===== src/rtl/vram_pkg.sv =====
// Shared video-RAM definitions.
//   VRAM_ADDR_W / PIXEL_W : word-address and RGB565 pixel widths, also used by
//                           the video_ram and image_rom wrappers.
//   state_t               : write-arbiter ownership state.
package vram_pkg;

  localparam int VRAM_ADDR_W = 10;
  localparam int PIXEL_W     = 16;

  typedef enum logic [1:0] {
    IDLE   = 2'd0,
    GRANT0 = 2'd1,
    GRANT1 = 2'd2
  } state_t;

endpackage


===== src/rtl/vram_rr_pick.sv =====
// Round-robin chooser for the two VRAM write requesters (combinational).
//   req0_valid, req1_valid : requester valids
//   rr_ptr                 : 0 = favour requester 0, 1 = favour requester 1
//   pick_any               : at least one requester is valid
//   pick_one               : chosen owner is requester 1 (else requester 0)
module vram_rr_pick (
  input  logic req0_valid,
  input  logic req1_valid,
  input  logic rr_ptr,
  output logic pick_any,
  output logic pick_one
);

  always_comb begin
    pick_any = req0_valid | req1_valid;
    // Requester 1 wins when it is alone, or when both ask and it is favoured.
    pick_one = req1_valid & (~req0_valid | rr_ptr);
  end

endmodule


===== src/rtl/vram_write_arbiter.sv =====
// Shares the video RAM write port between the image-ROM loader (requester 0)
// and the pattern/fill engine or host (requester 1). Round-robin with bounded
// bursts, plus an optional vertical-blanking gate.
//   clk, reset                : write clock, synchronous active-high reset
//   reqN_valid/addr/data      : requester beat
//   reqN_ready                : beat accepted this cycle
//   vblank, blank_only        : accept only during vblank when blank_only=1
//   write_ce/ad/data          : registered video RAM write port
//   grant                     : one-hot owner, 00 = idle
//   busy                      : write pending or owner present
module vram_write_arbiter
  import vram_pkg::*;
#(
  parameter int ADDR_W    = VRAM_ADDR_W,
  parameter int DATA_W    = PIXEL_W,
  parameter int BURST_LEN = 8
) (
  input  logic              clk,
  input  logic              reset,
  input  logic              req0_valid,
  output logic              req0_ready,
  input  logic [ADDR_W-1:0] req0_addr,
  input  logic [DATA_W-1:0] req0_data,
  input  logic              req1_valid,
  output logic              req1_ready,
  input  logic [ADDR_W-1:0] req1_addr,
  input  logic [DATA_W-1:0] req1_data,
  input  logic              vblank,
  input  logic              blank_only,
  output logic              write_ce,
  output logic [ADDR_W-1:0] write_ad,
  output logic [DATA_W-1:0] write_data,
  output logic [1:0]        grant,
  output logic              busy
);

  localparam int CNT_W = (BURST_LEN > 1) ? $clog2(BURST_LEN) : 1;
  localparam logic [CNT_W-1:0] LAST = CNT_W'(BURST_LEN - 1);

  state_t           state;
  logic             rr_ptr;
  logic [CNT_W-1:0] count;

  logic   gate_open;
  logic   xfer0, xfer1, xfer;
  logic   own_valid, oth_valid;
  state_t other_state;
  logic   other_ptr;
  logic   pick_any, pick_one;

  vram_rr_pick u_pick (
    .req0_valid (req0_valid),
    .req1_valid (req1_valid),
    .rr_ptr     (rr_ptr),
    .pick_any   (pick_any),
    .pick_one   (pick_one)
  );

  always_comb begin
    gate_open   = ~blank_only | vblank;
    req0_ready  = (state == GRANT0) & gate_open;
    req1_ready  = (state == GRANT1) & gate_open;
    xfer0       = req0_valid & req0_ready;
    xfer1       = req1_valid & req1_ready;
    xfer        = xfer0 | xfer1;
    grant       = {state == GRANT1, state == GRANT0};
    busy        = write_ce | (|grant);
    // Owner-relative view so both GRANT states share one set of rules.
    own_valid   = (state == GRANT1) ? req1_valid : req0_valid;
    oth_valid   = (state == GRANT1) ? req0_valid : req1_valid;
    other_state = (state == GRANT1) ? GRANT0 : GRANT1;
    other_ptr   = (state == GRANT0);
  end

  always_ff @(posedge clk) begin
    if (reset) begin
      state      <= IDLE;
      rr_ptr     <= 1'b0;
      count      <= '0;
      write_ce   <= 1'b0;
      write_ad   <= '0;
      write_data <= '0;
    end else begin
      write_ce <= xfer;
      if (xfer0) begin
        write_ad   <= req0_addr;
        write_data <= req0_data;
      end else if (xfer1) begin
        write_ad   <= req1_addr;
        write_data <= req1_data;
      end

      case (state)
        IDLE: begin
          if (pick_any) state <= pick_one ? GRANT1 : GRANT0;
        end
        GRANT0, GRANT1: begin
          if (xfer) begin
            if (count == LAST && oth_valid) begin
              state  <= other_state;
              count  <= '0;
              rr_ptr <= other_ptr;
            end else if (count != LAST) begin
              count <= count + CNT_W'(1);
            end
          end else if (!own_valid) begin
            count <= '0;
            if (oth_valid) begin
              state  <= other_state;
              rr_ptr <= other_ptr;
            end else begin
              state <= IDLE;
            end
          end
          // Owner still valid but gate closed: hold state and count.
        end
        default: state <= IDLE;
      endcase
    end
  end

endmodule

===== config.mk =====
export PLATFORM = sky130hd
export DESIGN_NAME = vram_write_arbiter
export DESIGN_NICKNAME = d
export VERILOG_FILES = /design/src/rtl/vram_pkg.sv /design/src/rtl/vram_rr_pick.sv /design/src/rtl/vram_write_arbiter.sv
export SDC_FILE = /design/constraint.sdc
export NUM_CORES = 1
export LEC_CHECK = 0
export ABC_CLOCK_PERIOD_IN_PS = 2800
export BUFFER_PORTS_ARGS = -buffer_cell sky130_fd_sc_hd__buf_2
export CORE_MARGIN = 4
export CORE_UTILIZATION = 47
export CTS_BUF_LIST = sky130_fd_sc_hd__clkbuf_4
export CTS_CLUSTER_SIZE = 30
export DETAILED_ROUTE_END_ITERATION = 8
export PLACE_DENSITY = 0.83
export SLEW_MARGIN = 20
export SYNTH_ARGS = -nofsm -noshare
export SYNTH_HDL_FRONTEND = slang
export SYNTH_HIERARCHICAL = 1
export SYNTH_SLANG_ARGS = --single-unit

===== constraint.sdc =====
create_clock -name clk -period 2.8 [get_ports clk]
set_clock_uncertainty 0.15 [all_clocks]
set_input_delay 0.14 -clock clk [delete_from_list [all_inputs] [get_ports clk]]
set_output_delay 0.14 -clock clk [all_outputs]
set_load 0.02 [all_outputs]

# Yosys cells after proc, flatten, opt, wreduce, memory -nomap -nowiden
# Cells that the tools add are included.
[word_totals] in_bits=58 out_inout_bits=32 elab_cells=59 reg_bits=33
[op_classes] muxes=22 reduce_logical=8 eq_ne=10 n_bitwise=12 n_addsub=1
[ops] op="two-way mux 16 bit" n=2
[ops] op="two-way mux 10 bit" n=2
[ops] op="two-way mux 2 bit" n=7
[ops] op="two-way mux 3 bit" n=4
[ops] op="two-way mux 1 bit" n=6
[ops] op="!= test 3 bit (second input constant)" n=2
[ops] op="AND reduction 3 bit" n=2
[ops] op="AND 1 bit" n=5
[ops] op="bitwise OR 1 bit" n=5
[ops] op="!= test 2 bit (second input constant)" n=2
[ops] op="one-hot mux 2 bit (2 select lines)" n=1
[ops] op="AND reduction 4 bit" n=1
[ops] op="nonzero test 2 bit" n=2
[ops] op="adder 3 x 1 -> 3 bit (second input constant)" n=1
[ops] op="== test 3 bit (second input constant)" n=1
[ops] op="!= test 3 x 1 -> 1 bit (second input constant)" n=1
[ops] op="!= test 3 x 2 -> 1 bit (second input constant)" n=1
[ops] op="== test 2 x 1 -> 1 bit (second input constant)" n=1
[ops] op="== test 2 bit (second input constant)" n=1
[ops] op="logical NOT 2 bit" n=1
[ops] op="!= test 2 x 1 -> 1 bit (second input constant)" n=1
[ops] op="inverter 1 bit" n=2
[ops] op="OR reduction 2 bit" n=1
[ops] op="logical AND 1 bit" n=1

# Depth between registers and ports, before layout
# Gate-level depths: netlist (run 1).
[depth] word_depth=7 ltp_mapped=7 ltp_nobuf=6

# Cells and area by module
# The synthesis (run 1) kept the hierarchy.
[by_module_without_submodules] mod="vram_write_arbiter" n_inst=1 seq_area_each_um2=660.6 cells_each=183 area_per_inst_um2=1715.4
[by_module_without_submodules] mod="vram_rr_pick" n_inst=1 seq_area_each_um2=0.0 cells_each=3 area_per_inst_um2=17.5

# Least setup slack after synthesis (run 1)
# No wires, ideal clock.
[synth_path] kind="register -> register" from="reg state[0]" to="reg count[1]" stages_incl_launch_ff=7 setup_slack_ns=0.815 required_time_ns=2.518 arrival_ns=1.703 period_less_slack_ns=1.985 setup_ns=0.132 n_path_buf=0 path_cell_list="dfxtp_1 > inv_1 > ha_1 > mux2_2 > nor4b_1 > or4b_1 > a21oi_1"
[synth_via] elab_chain_cells=6 elab_cells_between_ends=16 classes_between="eq/ne (4); mux (4); bitwise (5); reduce/logical (3)"
[synth_lines] item="start: declaration" line="vram_write_arbiter.sv:40" source="state_t state;"
[synth_lines] item="start signal: assignment" line="vram_write_arbiter.sv:95" source="if (pick_any) state <= pick_one ? GRANT1 : GRANT0;"
[synth_lines] item="start signal: assignment" line="vram_write_arbiter.sv:100" source="state <= other_state;"
[synth_lines] item="start signal: assignment" line="vram_write_arbiter.sv:109" source="state <= other_state;"
[synth_lines] item="== test 2 bit (*)"
[synth_lines] item="via grant[1]" line="vram_write_arbiter.sv:33" source="output logic [1:0] grant,"
[synth_lines] item="AND 1 bit" line="vram_write_arbiter.sv:62" source="req1_ready = (state == GRANT1) & gate_open;"
[synth_lines] item="AND 1 bit" line="vram_write_arbiter.sv:64" source="xfer1 = req1_valid & req1_ready;"
[synth_lines] item="bitwise OR 1 bit" line="vram_write_arbiter.sv:65" source="xfer = xfer0 | xfer1;"
[synth_lines] item="!= test 3 x 1 -> 1 bit (no line) / != test 2 bit (equally long branches)"
[synth_lines] item="AND reduction 3 bit (no line)"
[synth_lines] item="end signal: assignment" line="vram_write_arbiter.sv:104" source="count <= count + CNT_W'(1);"
[synth_lines] item="end: declaration" line="vram_write_arbiter.sv:42" source="logic [CNT_W-1:0] count;"
# Mark *: on every way through the listed nets, which the timed path passes. The rest lies on a longest branch.
# A chain may end at the register's enable or synchronous reset.

# Worst setup path in the final report (run 1)
[layout_path] from="reg state[0]" to="reg count[1]"
[layout_via] elab_chain_cells=6 elab_cells_between_ends=16 classes_between="eq/ne (4); mux (4); bitwise (5); reduce/logical (3)"
[layout_lines] item="== test 2 x 1 -> 1 bit / == test 2 bit (equally long branches)"
[layout_lines] item="AND 1 bit, on equally long branches" line="vram_write_arbiter.sv:61, vram_write_arbiter.sv:62"
[layout_lines] item="AND 1 bit, on equally long branches" line="vram_write_arbiter.sv:63, vram_write_arbiter.sv:64"
[layout_lines] item="bitwise OR 1 bit" line="vram_write_arbiter.sv:65"
[layout_lines] item="!= test 3 x 1 -> 1 bit (no line) / != test 2 bit (equally long branches)"
[layout_lines] item="AND reduction 3 bit (no line)"
# Parallel ways exist; a longest one is shown, timed or not.

==> impl_metrics.csv, run 1 <==
group,metric,value,unit
logic_synthesis,syn-cell-area,1730,um2
placement,gp_congestion,0.800,
logic_synthesis,synth_mux_area_frac,0.180,
placement,dp_hpwl,3270,um
route,drt-total-wl,4940,um
logic_synthesis,seq_area_frac_synth,0.381,
route,drc_errors,0,
worst_setup_path,worstSetupPathType,"reg -> reg",
floorplanning,dieArea,4720,um2
cells_and_area,final_cell_mix,"buf_2 (89), dfxtp_1 (33), mux2i_1 (30), nor2_1 (29), a211oi_1 (27)",
clocking,cts_setup_buffers,0,
timing,final.setup.tns,0,ns
power,vdd_drop_max,0.388,mV
cells_and_area,areaGrowthSynthToFinish,44.8,%
logic_synthesis,synth_top_family_by_area,"compound AO/OA/AOI/OAI gates",
logic_synthesis,synth_compound_area_frac,0.186,
power,p_leak,1.11,nW
clocking,clkTransAtPathRegs,0.10,ns
grt,grt_pass1_wl,7510,um
route,via_per_inst,5.26,
logic_synthesis,yosys.area_share.simple,0.149,
grt,grt.overflow.total,0,
cells_and_area,n_antenna_cell,0,
timing,hold_violations,0,
worst_setup_path,cp-end-kind,"flip-flop",
worst_setup_path,crit_path_max_fanout,8,
timing,fin_crit_sh,0.768,
clocking,cts_resized,0,
logic_synthesis,syn_inst,186,
clocking,holdBufCountCts,26,
clocking,h-tree-depth,2,
power,power_frac_seq,0.357,
grt,grt_use_met1,0.237,
clocking,cts_sinks,33,
floorplanning,num_io_pins,90,
route,detail-route-antenna-nets,0,
worst_setup_path,worstPathRequired,2.89,ns
power,swShare,0.408,
grt,grt-busiest-layer,"met2",
floorplanning,fp.coreArea,3440,um2
grt,grt_max_degree,35,
min_path,hold_path.class,"in -> reg",
clocking,cts_buffers,5,
logic_synthesis,synth_adder_area_share,0.0505,
power,p_clk_frac,0.135,
grt,grt_usage,0.213,
route,vias,1813,
worst_setup_path,cp.arrival,2.24,ns
grt,antenna_found_initial,0,
floorplanning,fp-row-count,21,
floorplanning,die_y,68.7,um
cells_and_area,final_cells,345,
clocking,clk_latency,0.30,ns
min_path,hold_depth,3,
logic_synthesis,syn-num-nets,251,
route,wl_per_cell,14.3,um
cells_and_area,drive_gt1_frac,0.355,
power,netSwitchingPower,0.724,mW
logic_synthesis,synth_cell_type_count,32,
cells_and_area,final_common_cell,"buf_2",
logic_synthesis,synth_area_per_cell,9.32,um2
placement,io_buffers,89,
worst_setup_path,reg2reg_depth,6,
floorplanning,die_w,68.7,um
floorplanning,start_util,0.503,
placement,dp.cells,312,
cells_and_area,nNetsFinal,364,
power,internal_power,1.05,mW
logic_synthesis,synth-xor-area-share,0,
logic_synthesis,yosys_warnings,6,
power,comb_power_share,0.508,
clocking,clockBufferDepth,2,
clocking,cts_tree,"yes",
clocking,cts-root-buf,"clkbuf_4",
timing,worstMarginPinSlew,0.616,ns
grt,grt_util_met3,0.0486,
timing,drv_slew,0,
timing,fmax,465,MHz
worst_setup_path,critPathLaunchType,"flip-flop",
timing,rsz0062_at_grt,"no",
grt,grt_pass1_vias,1674,
cells_and_area,n_fill_cell,268,
run,drv_cap,0,
timing,min_period,2.15,ns
route,dr.pass1.iters,4,
power,cellPowerDensity,709,nW/um2
grt,use_met2,0.374,
status,outcome,"finished clean",
timing,setup_viol,0,
timing,relSlewSlack,0.589,
logic_synthesis,ys_seq_elements,33,
route,drt_iter0_drc,72,
==> metrics by stage <==
step | area, um2 | hold WS (ns) | power (mW) | util | setup WS, ns
final | 2510 | 0.0196 | 1.78 | 0.729 | 0.650
after global routing | 2510 | 0.00526 | 1.91 | 0.729 | 0.454
after CTS | 2510 | 0.00644 | 1.78 | 0.729 | 0.625
after detailed placement | 2200 | 0.285 | 1.51 | 0.639 | 0.656
after global placement | 2200 | 0.279 | 1.49 | 0.639 | 0.768
after floorplan | 1730 | 0.173 | 1.27 | - | 0.815
==> final timing paths <==
path	slack [ns]	endpoint	from
worst max-delay path	0.65	count[1]$_SDFFE_PP0P_	state[0]$_SDFFE_PP0P_
worst max register to register	0.65	count[1]$_SDFFE_PP0P_	state[0]$_SDFFE_PP0P_
worst min-delay path	0.02	write_data[0]$_SDFFE_PP0P_	req1_data[0]
worst min register to register	0.33	rr_ptr$_SDFFE_PP0P_	rr_ptr$_SDFFE_PP0P_
==> critical path, stage by stage (launching register included) <==
cell and delay [ns]:
dfxtp_1 0.34, inv_1 0.11, ha_1 0.30, mux2i_1 0.30, o211ai_2 0.18, or4b_1 0.55, a21oi_1 0.14
==> cell families (layout without fill, tap and decap cells) <==
group / Yosys count / after routing
flip-flops: 33 / 33
multiplexers: 31 / 31
buffers and inverters: 19 / 132
AND/OR/NAND/NOR: 52 / 52
AO/OA/AOI/OAI: 44 / 44
adder cells (fa/ha/maj): 7 / 7
==> Yosys cell counts <==
cell type	instances	area (um2)
or2_1	2	12.5
o21ai_0	6	30.0
nand2_1	2	7.51
dfxtp_1	33	661
a21oi_1	4	20.0
o211ai_1	1	7.51
o211ai_2	1	12.5
nor2_1	29	109
clkbuf_1	9	33.8
mux2i_1	30	300
nor4b_1	1	8.76
ha_1	7	87.6
nor3_1	3	15.0
buf_4	2	15.0
and2_1	1	6.26
inv_1	6	22.5
nand2b_1	5	31.3
nor2b_1	1	6.26
o22ai_1	1	6.26
a21boi_1	1	7.51
a22oi_2	1	12.5
or4_1	2	15.0
nand3_1	1	5.00
a211oi_1	27	203
o31ai_1	1	7.51
or4b_1	2	20.0
or3b_2	1	8.76
and3_1	1	6.26
or2_2	1	6.26
mux2_2	1	11.3
a2bb2oi_2	1	15.0
buf_6	2	22.5
==> per-layer routing <==
metal	share of wire	wire, um
met4	0.040	198
met2	0.52	2550
met5	0	0
met1	0.39	1910
met3	0.056	275
==> flip-flops by register name, summed over array words and instances (netlist names) <==
name	cells
write_data	16
write_ce	1
write_ad	10
rr_ptr	1
count	3
state	2
==> layout make-up <==
cell class / instances / area, um2 / area share
Sequential cell: 33 / 661 / 0.263
Clock inverter: 1 / 3.75 / 0.00150
Timing Repair Buffer: 119 / 736 / 0.293
Tap cell: 46 / 57.6 / 0.0229
Multi-Input combinational cell: 134 / 983 / 0.392
Clock buffer: 6 / 45.0 / 0.0180
Inverter: 6 / 22.5 / 0.00898
==> power groups by stage <==
stage	Combinational (mW)	Clock [mW]	Sequential, mW
finish	0.902	0.240	0.635
global route	0.990	0.269	0.650
CTS	0.901	0.244	0.633
detailed placement	0.870	0	0.642
global placement	0.851	0	0.638
floorplan	0.520	0	0.748
Note: power is estimated with default switching activity, not from simulation.
==> run 2: changes to the inputs <==
--- a/config.mk
+++ b/config.mk
@@ -5,10 +5,11 @@
 export SDC_FILE = /design/constraint.sdc
 export NUM_CORES = 1
 export LEC_CHECK = 0
-export ABC_CLOCK_PERIOD_IN_PS = 2800
+export ABC_AREA = 1
+export ABC_CLOCK_PERIOD_IN_PS = 2200
 export BUFFER_PORTS_ARGS = -buffer_cell sky130_fd_sc_hd__buf_2
 export CORE_MARGIN = 4
-export CORE_UTILIZATION = 47
+export CORE_UTILIZATION = 48
 export CTS_BUF_LIST = sky130_fd_sc_hd__clkbuf_4
 export CTS_CLUSTER_SIZE = 30
 export DETAILED_ROUTE_END_ITERATION = 8
==> constraint.sdc (replaced) <==
create_clock -name clk -period 2.2 [get_ports clk]
set_clock_uncertainty 0.15 [all_clocks]
set_input_delay 0.11 -clock clk [delete_from_list [all_inputs] [get_ports clk]]
set_output_delay 0.11 -clock clk [all_outputs]
set_load 0.02 [all_outputs]
==> impl_metrics.csv, run 2 <==
group,metric,value,unit
clocking,clockBufferDepth,2,
route,dr.pass1.iters,5,
logic_synthesis,synth_edf_count,0,
timing,drv_slew,0,
logic_synthesis,synth_common_cells,"nand2_1 (81), nand3_1 (40), dfxtp_1 (33), inv_1 (33), o21ai_0 (17)",
grt,grt_util_met3,0.0547,
clocking,clk_latency,0.34,ns
worst_setup_path,cp_common_cell,"nand2_8",
clocking,cts_buffers,5,
cells_and_area,top_regs,"write_data (16), write_ad (10), count (3)",
timing,fmax,484,MHz
clocking,cts-root-buf,"clkbuf_4",
cells_and_area,nNetsFinal,476,
cells_and_area,final_cell_mix,"buf_2 (89), nand2_1 (81), dlygate4sd3_1 (52), nand3_1 (40), inv_1 (32)",
floorplanning,num_io_pins,90,
timing,final.setup.tns,0,ns
run,drv_cap,0,
floorplanning,fp.coreArea,3690,um2
route,vias,2373,
logic_synthesis,yosys.area_share.simple,0.372,
power,swShare,0.459,
worst_setup_path,cp-endpoint,"write_data[7]$_SDFFE_PP0P_",
grt,grt-busiest-layer,"met2",
grt,grt.overflow.total,0,
logic_synthesis,synth_adder_area_share,0.0472,
power,vdd_drop_max,0.853,mV
logic_synthesis,synth-xor-area-share,0,
power,power_frac_seq,0.304,
route,detail-route-antenna-nets,0,
route,via_per_inst,5.16,
power,p_clk_frac,0.128,
placement,placed_cell_area,2310,um2
grt,grt_use_met1,0.268,
floorplanning,die_y,70.2,um
power,comb_power_share,0.568,
clocking,cts_sinks,33,
placement,dp_hpwl,3690,um
logic_synthesis,synth_cell_type_count,26,
power,p_leak,1.63,nW
route,drc_errors,0,
placement,io_buffers,89,
power,netSwitchingPower,1.25,mW
logic_synthesis,async_flop_share,0,
timing,rsz0062_at_grt,"no",
timing,worstMarginPinSlew,0.562,ns
timing,min_period,2.07,ns
cells_and_area,n_antenna_cell,0,
worst_setup_path,reg2reg_slack,0.13,ns
grt,use_met2,0.474,
cells_and_area,regMostFlops,"write_data",
worst_setup_path,crit_path_max_fanout,13,
logic_synthesis,syn_inst,272,
logic_synthesis,ys_seq_elements,33,
grt,grt_pass1_wl,10600,um
logic_synthesis,post-synth-top-area-cell,"dfxtp_1",
clocking,cts_tree,"yes",
logic_synthesis,yosys_warnings,6,
logic_synthesis,synth_compound_area_frac,0.0815,
logic_synthesis,yosysMostFrequentCell,"nand2_1",
worst_setup_path,max_stage_delay,0.55,ns
route,drt_iter0_drc,120,
timing,relSlewSlack,0.625,
worst_setup_path,r2r-end,"write_data[7]$_SDFFE_PP0P_",
grt,grt_usage,0.268,
route,drt-total-wl,6560,um
status,outcome,"finished clean",
placement,gp_congestion,0.866,
power,internal_power,1.47,mW
worst_setup_path,worstPathRequired,2.35,ns
grt,antenna_found_initial,0,
cells_and_area,design_area,2910,um2
cells_and_area,areaGrowthSynthToFinish,56.9,%
grt,grt_max_degree,21,
floorplanning,start_util,0.503,
timing,hold_violations,0,
grt,grt_pass1_vias,2485,
clocking,clkTransAtPathRegs,0.10,ns
worst_setup_path,path_cells,"inv_1 > ha_2 > nand2_2 > inv_2 > nand2_8 > nand2_8 > o21ai_0 > a21oi_1 > dlygate4sd3_1",
floorplanning,die_w,70.2,um
floorplanning,dieArea,4930,um2
worst_setup_path,reg2reg_depth,9,
timing,fin_crit_sh,0.940,
clocking,h-tree-depth,2,
logic_synthesis,synth_mux_area_frac,0.0162,
logic_synthesis,synth_flop_cell,"dfxtp_1",
logic_synthesis,synthTopCellsByArea,"dfxtp_1 (36%), nand2_1 (16%), nand3_1 (11%)",
cells_and_area,largest_reg_flops,16,
timing,setup_viol,0,
power,cellPowerDensity,933,nW/um2
worst_setup_path,worstSetupPathType,"reg -> reg",
logic_synthesis,syn-num-nets,337,
logic_synthesis,syn-cell-area,1860,um2
cells_and_area,drive_gt1_frac,0.296,
worst_setup_path,worstReg2RegStart,"state[0]$_SDFFE_PP0P_",
logic_synthesis,synth_top_family_by_area,"simple AND/OR/NAND/NOR gates",
cells_and_area,final_common_cell,"buf_2",
min_path,hold_path.class,"in -> reg",
route,wl_per_cell,14.3,um
clocking,cts_setup_buffers,0,
logic_synthesis,synth_area_per_cell,6.83,um2
logic_synthesis,seq_area_frac_synth,0.356,
worst_setup_path,slowest_stage,"dlygate4sd3_1",
floorplanning,fp-row-count,22,
worst_setup_path,cp-startpoint,"state[0]$_SDFFE_PP0P_",
worst_setup_path,cp-end-kind,"flip-flop",
worst_setup_path,cp.arrival,2.21,ns
worst_setup_path,critPathLaunchType,"flip-flop",
logic_synthesis,yosysTopAreaCellShare,0.356,
## run 2: kinds of logic (layout without fill, tap and decap cells)
logic type,after synthesis,after routing
AOI/OAI and AO/OA,29,29
muxes,3,3
buffers and inverters,51,191
adders and majority gates,7,7
DFF,33,33
and+or+nand+nor,149,149
## run 2: critical path, delay by kind of cell (launching register included)
family	cells	cell delay, ns
AO/OA/AOI/OAI	2	0.23
adder cells (fa/ha/maj)	1	0.23
buffers and inverters	3	0.75
flip-flops	1	0.34
AND/OR/NAND/NOR	3	0.30
## run 2: power by group through the flow
| stage | combinational (mW) | sequential, mW | clock, mW |
|---|---|---|---|
| 6_report | 1.54 | 0.826 | 0.348 |
| 5_1_grt | 1.71 | 0.845 | 0.385 |
| 4_1_cts | 1.48 | 0.814 | 0.354 |
| 3_5_place_dp | 1.39 | 0.827 | 0 |
| 3_3_place_gp | 1.35 | 0.826 | 0 |
| 2_1_floorplan | 0.941 | 0.933 | 0 |
## run 2: worst min path at each step
stage	depth (start not counted)	end	from	slack (ns)
floorplan	2	write_data[10]$_SDFFE_PP0P_	req0_data[10]	0.10
global placement	3	write_data[10]$_SDFFE_PP0P_	req0_data[10]	0.21
detailed placement	3	write_data[10]$_SDFFE_PP0P_	req0_data[10]	0.22
CTS	7	state[1]$_SDFFE_PP0P_	req1_valid	0.11
global route	6	write_data[6]$_SDFFE_PP0P_	vblank	0.17
finish	7	state[1]$_SDFFE_PP0P_	req1_valid	0.13
## run 2: final cells by class
cell class,instances,area [um2]
fill,248,776
clock buffer,6,45.0
clock inverter,2,10.0
multi-input combinational,188,980
timing repair buffer,145,1010
inverter,38,146
sequential,33,663
tap,48,60.1
## run 2: stage by stage
step | util | setup WS [ns] | hold slack (ns) | cells | power (mW)
5_1_grt | 0.790 | 0.0175 | 0.165 | 460 | 2.94
3_5_place_dp | 0.627 | 0.303 | 0.216 | 400 | 2.21
4_1_cts | 0.783 | 0.0130 | 0.111 | 460 | 2.65
6_report | 0.790 | 0.133 | 0.133 | 460 | 2.72
2_1_floorplan | - | 0.596 | 0.102 | 272 | 1.87
3_3_place_gp | 0.627 | 0.423 | 0.212 | 400 | 2.18
## run 2: layer usage
metal / share of wire / up-vias / wire [um]
li1: - / 1133 / -
met1: 0.36 / 1052 / 2390
met2: 0.50 / 146 / 3280
met3: 0.066 / 42 / 434
met4: 0.070 / 0 / 457
met5: 0 / - / 0
## run 2: repair_timing
action	in CTS	in global routing
endpoints found under the hold margin	26	0
hold buffers	52	0
gates resized for setup	0	9
endpoints found under the setup margin	0	4
